## src/rtl/ram512_bist_if.sv

```systemverilog
// ram512_bist_if : control/status and RAM512 port bundle for ram512_bist
// rev 1.0
`default_nettype none

interface ram512_bist_if #(
  parameter int ADDRESS_WIDTH = 9,
  parameter int DATA_WIDTH    = 16
);
  logic                     start;
  logic [DATA_WIDTH-1:0]    seed;
  logic                     busy;
  logic                     done;
  logic                     pass;
  logic [ADDRESS_WIDTH:0]   err_count;
  logic [ADDRESS_WIDTH-1:0] first_err_addr;
  logic [ADDRESS_WIDTH-1:0] ram_address;
  logic [DATA_WIDTH-1:0]    ram_in;
  logic                     ram_load;
  logic [DATA_WIDTH-1:0]    ram_out;

  // master: the controller side that requests passes and owns the RAM
  modport master (
    output start, seed, ram_out,
    input  busy, done, pass, err_count, first_err_addr, ram_address, ram_in, ram_load
  );

  modport slave (
    input  start, seed, ram_out,
    output busy, done, pass, err_count, first_err_addr, ram_address, ram_in, ram_load
  );
endinterface

`default_nettype wire

```

## src/rtl/ram512_bist.sv

```systemverilog
// ram512_bist : write seed+address pattern over the whole RAM, read back and count mismatches
// rev 1.0
`default_nettype none

module ram512_bist #(
  parameter int ADDRESS_WIDTH = 9,
  parameter int DATA_WIDTH    = 16
) (
  input  wire logic       clk,
  input  wire logic       reset,
  ram512_bist_if.slave    bus
);

  localparam logic [ADDRESS_WIDTH-1:0] LAST_ADDR = '1;

  typedef enum logic [2:0] {
    IDLE     = 3'd0,
    WRITE    = 3'd1,
    READ_SET = 3'd2,
    READ_CHK = 3'd3,
    DONE     = 3'd4
  } state_t;

  state_t                   state, state_next;
  logic [DATA_WIDTH-1:0]    seed_q, seed_next;
  logic [ADDRESS_WIDTH-1:0] addr_q, addr_next;
  logic [ADDRESS_WIDTH:0]   err_q, err_next;
  logic [ADDRESS_WIDTH-1:0] first_q, first_next;
  logic                     load_q, load_next;
  logic                     busy_q, busy_next;
  logic                     done_q, done_next;
  logic                     pass_q, pass_next;
  logic [DATA_WIDTH-1:0]    pattern;

  // The same word serves as write data and as the read-back reference.
  assign pattern = seed_q + DATA_WIDTH'(addr_q);

  always_ff @(posedge clk) begin
    if (reset) begin
      state   <= IDLE;
      seed_q  <= '0;
      addr_q  <= '0;
      err_q   <= '0;
      first_q <= '0;
      load_q  <= 1'b0;
      busy_q  <= 1'b0;
      done_q  <= 1'b0;
      pass_q  <= 1'b0;
    end else begin
      state   <= state_next;
      seed_q  <= seed_next;
      addr_q  <= addr_next;
      err_q   <= err_next;
      first_q <= first_next;
      load_q  <= load_next;
      busy_q  <= busy_next;
      done_q  <= done_next;
      pass_q  <= pass_next;
    end
  end

  always_comb begin
    state_next = state;
    seed_next  = seed_q;
    addr_next  = addr_q;
    err_next   = err_q;
    first_next = first_q;
    load_next  = 1'b0;

    case (state)
      IDLE, DONE: begin
        if (bus.start) begin
          seed_next  = bus.seed;
          err_next   = '0;
          first_next = '0;
          addr_next  = '0;
          load_next  = 1'b1;
          state_next = WRITE;
        end
      end
      WRITE: begin
        if (addr_q == LAST_ADDR) begin
          addr_next  = '0;
          state_next = READ_SET;
        end else begin
          addr_next = addr_q + 1'b1;
          load_next = 1'b1;
        end
      end
      READ_SET: state_next = READ_CHK;
      READ_CHK: begin
        if (bus.ram_out != pattern) begin
          err_next = err_q + 1'b1;
          if (err_q == '0) first_next = addr_q;
        end
        if (addr_q == LAST_ADDR) begin
          state_next = DONE;
        end else begin
          addr_next  = addr_q + 1'b1;
          state_next = READ_SET;
        end
      end
      default: state_next = IDLE;
    endcase

    // Status flags are decoded from the next state so they register with it.
    busy_next = (state_next == WRITE) || (state_next == READ_SET) || (state_next == READ_CHK);
    done_next = (state_next == DONE);
    pass_next = done_next && (err_next == '0);
  end

  assign bus.busy           = busy_q;
  assign bus.done           = done_q;
  assign bus.pass           = pass_q;
  assign bus.err_count      = err_q;
  assign bus.first_err_addr = first_q;
  assign bus.ram_address    = addr_q;
  assign bus.ram_load       = load_q;
  assign bus.ram_in         = pattern;

endmodule

`default_nettype wire

```

## src/flat_wrapper.sv

```systemverilog
// flat-port wrapper written by rule: the top's interface ports become plain ports
module ram512_bist_flat 
#(
  parameter int ADDRESS_WIDTH = 9,
  parameter int DATA_WIDTH    = 16
)
  (clk, reset, bus_start, bus_seed, bus_ram_out, bus_busy, bus_done, bus_pass, bus_err_count, bus_first_err_addr, bus_ram_address, bus_ram_in, bus_ram_load);
  ram512_bist_if #(.ADDRESS_WIDTH(ADDRESS_WIDTH), .DATA_WIDTH(DATA_WIDTH)) bus_i ();
  input  wire logic clk;
  input  wire logic reset;
  input wire logic [$bits(bus_i.start)-1:0] bus_start;
  input wire logic [$bits(bus_i.seed)-1:0] bus_seed;
  input wire logic [$bits(bus_i.ram_out)-1:0] bus_ram_out;
  output wire logic [$bits(bus_i.busy)-1:0] bus_busy;
  output wire logic [$bits(bus_i.done)-1:0] bus_done;
  output wire logic [$bits(bus_i.pass)-1:0] bus_pass;
  output wire logic [$bits(bus_i.err_count)-1:0] bus_err_count;
  output wire logic [$bits(bus_i.first_err_addr)-1:0] bus_first_err_addr;
  output wire logic [$bits(bus_i.ram_address)-1:0] bus_ram_address;
  output wire logic [$bits(bus_i.ram_in)-1:0] bus_ram_in;
  output wire logic [$bits(bus_i.ram_load)-1:0] bus_ram_load;
  assign bus_i.start = bus_start;
  assign bus_i.seed = bus_seed;
  assign bus_i.ram_out = bus_ram_out;
  assign bus_busy = bus_i.busy;
  assign bus_done = bus_i.done;
  assign bus_pass = bus_i.pass;
  assign bus_err_count = bus_i.err_count;
  assign bus_first_err_addr = bus_i.first_err_addr;
  assign bus_ram_address = bus_i.ram_address;
  assign bus_ram_in = bus_i.ram_in;
  assign bus_ram_load = bus_i.ram_load;
  ram512_bist #(.ADDRESS_WIDTH(ADDRESS_WIDTH), .DATA_WIDTH(DATA_WIDTH)) u_core (.clk(clk), .reset(reset), .bus(bus_i));
endmodule
```

## config.mk

```make
export PLATFORM = sky130hd
export DESIGN_NAME = ram512_bist_flat
export DESIGN_NICKNAME = d
export VERILOG_FILES = /design/src/rtl/ram512_bist_if.sv /design/src/rtl/ram512_bist.sv /design/src/flat_wrapper.sv
export SDC_FILE = /design/constraint.sdc
export NUM_CORES = 1
export LEC_CHECK = 0
export CORE_AREA = 2 2 86 88
export DETAILED_ROUTE_END_ITERATION = 7
export DIE_AREA = 0 0 88 90
export DONT_BUFFER_PORTS = 1
export PLACE_DENSITY_LB_ADDON = 0.3
export RECOVER_POWER = 25
export SYNTH_ARGS = -nofsm -noshare
export SYNTH_HDL_FRONTEND = slang
export SYNTH_SLANG_ARGS = --single-unit
```

## constraint.sdc

```tcl
create_clock -name clk -period 3.59 [get_ports clk]
set_input_delay 0.718 -clock clk [delete_from_list [all_inputs] [get_ports clk]]
set_output_delay 0.718 -clock clk [all_outputs]
set_load 0.01 [all_outputs]
```

==> results of run 1 <==
## cell type report
type,instances,share of cell area
Sequential cell,51,0.2757
Clock buffer,6,0.02227
Clock inverter,1,0.001350
Multi-Input combinational cell,344,0.6267
Timing Repair Buffer,16,0.03037
Inverter,10,0.01012
Tap cell,99,0.03341
## worst max-delay path, cell delays in order (launching register included)
cell,delay (ns)
sky130_fd_sc_hd__dfxtp_1,0.37
sky130_fd_sc_hd__ha_4,0.16
sky130_fd_sc_hd__inv_1,0.05
sky130_fd_sc_hd__fa_1,0.40
sky130_fd_sc_hd__nand2b_1,0.19
sky130_fd_sc_hd__a211o_1,0.36
sky130_fd_sc_hd__o21ba_4,0.25
sky130_fd_sc_hd__nor3_4,0.15
sky130_fd_sc_hd__xnor2_2,0.16
sky130_fd_sc_hd__xor2_2,0.24
sky130_fd_sc_hd__o2111a_2,0.34
sky130_fd_sc_hd__nor2_2,0.11
sky130_fd_sc_hd__a21oi_1,0.16
sky130_fd_sc_hd__o211ai_1,0.13
sky130_fd_sc_hd__nor4_2,0.29
## layer usage
layer  GRT usage  up-vias
met5           0        -
met4     0.05641        0
met2      0.3548      108
met3     0.04500        6
met1      0.2737     1508
li1            -     1510
## power by group
part	internal (W)	switching, W	total (W)	leakage (nW)
registers	0.000581	0.0000179	0.000599	0.415
clock network	0.000152	0.000176	0.000328	0.0470
logic	0.0000686	0.0000996	0.000168	0.923
total	0.000801	0.000294	0.00110	1.38
## cell usage in the layout, fill, tap and decap left out, drive strengths merged, types with 6 or more instances in the layout
master,Yosys,routed
inv,10,10
nor2b,7,7
ha,13,13
buf,8,14
nand2,65,65
dfxtp,51,51
a21oi,45,45
nor3,8,8
or2,6,6
xor2,14,14
nor2,37,37
o21ai,9,9
nand3,21,21
clkbuf,15,8
xnor2,21,21
nor4,7,7
mux2i,6,6
## cell families (layout without fill, tap and decap cells)
group / count (synthesis) / in the layout / share of synthesized area
XOR/XNOR: 37 / 37 / 0.1041
adder cells (fa/ha/maj): 14 / 14 / 0.05410
buffers and inverters: 33 / 33 / 0.04039
multiplexers: 7 / 7 / 0.02112
AO/OA/AOI/OAI: 100 / 101 / 0.2041
flip-flops: 51 / 51 / 0.3023
AND/OR/NAND/NOR: 185 / 185 / 0.2738
## through the flow
stage	setup TNS (ns)	cell area, um2	setup slack (ns)	hold WS (ns)	instances
floorplan	0	3377	0.2503	0.4400	427
global placement	0	3485	0.2078	0.4409	514
detailed placement	0	3485	0.1424	0.4477	514
CTS	0	3572	0.08576	0.4600	521
global route	-0.04751	3707	-0.02804	0.4594	527
finish	0	3707	0.1457	0.4606	527
## final timing paths
path                                  startpoint          endpoint  slack (ns)  cells past startpoint
worst max-delay path            u_core.seed_q[0]   u_core.bus.pass        0.15                     14
worst max register to register  u_core.seed_q[0]   u_core.bus.pass        0.15                     14
worst min register to register  u_core.seed_q[4]  u_core.seed_q[4]        0.46                      2
worst min-delay path            u_core.seed_q[4]  u_core.seed_q[4]        0.46                      2
## sequential cells by signal, indices dropped and copies added (netlist names)
name / count
u_core.seed_q: 16
u_core.bus.err_count: 10
u_core.bus.first_err_addr: 9
u_core.bus.ram_address: 9
u_core.state: 3
u_core.bus.busy: 1
u_core.bus.done: 1
u_core.bus.pass: 1
u_core.bus.ram_load: 1
## what timing repair did
item / 4_1_cts / 5_1_grt
resized for setup: 0 / 15
endpoints found under the setup margin: 0 / 13
setup buffers: 0 / 5
==> reports/qor.log, run 1 <==
qor: run_status.outcome finished clean
qor: critical_path.worstPathRequired 3.80 ns
qor: final_layout.multi_input_comb_area 2323 um2
qor: drt.highest-signal-layer met4
qor: synth.cell_area_after_technology_mapping 3377 um2
qor: final_layout.num_antenna_cells 0
qor: timing.fmax 290.3 MHz
qor: placed_design.detailedPlacementHpwl 6.358 mm
qor: timing.setup_skew 0.005771 ns
qor: drt.first_pass_iters 5
qor: critical_path.timing.critical_path.from_type register
qor: floorplan.floorplan.initialDensity 0.4810
qor: clock_network.ctsRootBufferMaster sky130_fd_sc_hd__clkbuf_8
qor: floorplan.io_pins 83
qor: drt.drt-vias-per-instance 5.943
qor: clock_network.ctsHtreeMaxLevel 2
qor: drt.initialDrtViolationCount 120
qor: final_layout.final-seq-area 1022 um2
qor: placed_design.gp_congestion 0.8923
qor: clock_network.cts_tree yes
qor: drt.routed_wire_length_per_instance 16.85 um
qor: min_path.hold_path.class reg2reg
qor: synth.synthesis.nets 476
qor: drt.drcViolationCount 0
qor: floorplan.core 7020 um2
qor: power_and_ir_drop.finalPower 0.001095 W
qor: global_routing.gr-total-overflow 0
qor: final_layout.layout.nets 477
qor: floorplan.die_height 90 um
qor: synth.synth.distinct_cells 71
qor: power_and_ir_drop.power.ir.vdd_worst 0.2055 mV
qor: timing.timing.final.max_slew_violations 0
qor: synth.netlist_top_cells_area sky130_fd_sc_hd__dfxtp_1 30%, sky130_fd_sc_hd__nand2_1 7.2%, sky130_fd_sc_hd__a21oi_1 6.7%
qor: run.max-cap-violations 0
qor: critical_path.critical_path.endpoint_type register
qor: floorplan.core.rowCount 31
qor: timing.setup_violations 0
qor: drt.ant_nets 0
qor: final_layout.layout_overhead_on_the_synthesized_area 9.782%
qor: global_routing.pin_count_of_the_biggest_net_entering_global_routing 47
qor: timing.final_critical_period 3.444 ns
qor: synth.asyncSetResetFlopFracSynth 0
qor: timing.transition_at_the_pin_with_the_smallest_max_transition_slack 0.7441 ns
qor: synth.syn-mean-instance-area 7.909 um2
qor: drt.drt-total-wl 8.879 mm
qor: placed_design.io_buffers 0
qor: drt.met3RoutedLength 590 um
qor: synth.yosysWarnings 0
qor: global_routing.antenna_found_initial 0
qor: synth.post-synth-top-count-cell sky130_fd_sc_hd__nand2_1
qor: drt.met2_wirelength 4.340 mm
qor: synth.yosys-top-cells-count 65 x sky130_fd_sc_hd__nand2_1, 51 x sky130_fd_sc_hd__dfxtp_1, 45 x sky130_fd_sc_hd__a21oi_1
qor: final_layout.fill_cells 685
qor: clock_network.cts.path.max_buffers 2
qor: synth.synth_cells 427
qor: timing.max_slew_margin 0.5027
qor: clock_network.cts_buf_count 5
qor: critical_path.critPathKind reg2reg
qor: floorplan.die_w 88 um
qor: critical_path.cp.arrival 3.65 ns
qor: final_layout.post_route_cells_drive_above_1_share 0.1168
qor: clock_network.cts_sinks 51
qor: synth.synth-edff-count 0
qor: timing.final-hold-violation-count 0
qor: drt.num_vias 3132
qor: floorplan.fp.dieArea 7920 um2
qor: clock_network.cts.reportedPaths.clkPinSlew 0.09 ns
qor: synth.ys.flop_type sky130_fd_sc_hd__dfxtp_1
qor: drt.wl_met1 3.851 mm
qor: critical_path.worstPathMaxFanout 7
qor: global_routing.grt_usage 0.2121
qor: clock_network.clock_insertion_delay_worst_skew 0.29 ns
qor: global_routing.first_global_vias 2804
qor: timing.grt_setup_unrepaired yes
qor: synth.dominant_cell_type_by_area_after_synthesis sky130_fd_sc_hd__dfxtp_1
qor: timing.post-route-period-util 0.9594
qor: power_and_ir_drop.p_per_area 295.4 nW/um2
qor: synth.ys_ff_latch 51
qor: synth.synth_largest_type_area_fraction 0.3023
qor: global_routing.grt_pass1_wl 13.59 mm
qor: power_and_ir_drop.reported_leakage_power 1.385 nW
qor: final_layout.fin_util 0.5281
qor: synth.seq_area_frac_synth 0.3023
qor: clock_network.cts_hold_buffers 0
(Power assumes the default switching activity.)
==> inputs of run 2 (changes only) <==
--- a/config.mk
+++ b/config.mk
@@ -5,6 +5,7 @@
 export SDC_FILE = /design/constraint.sdc
 export NUM_CORES = 1
 export LEC_CHECK = 0
+export CAP_MARGIN = 5
 export CORE_AREA = 2 2 86 88
 export DETAILED_ROUTE_END_ITERATION = 7
 export DIE_AREA = 0 0 88 90
==> results of run 2 <==
Same layout as run 1: the final DEF is identical, and so are final timing and power.
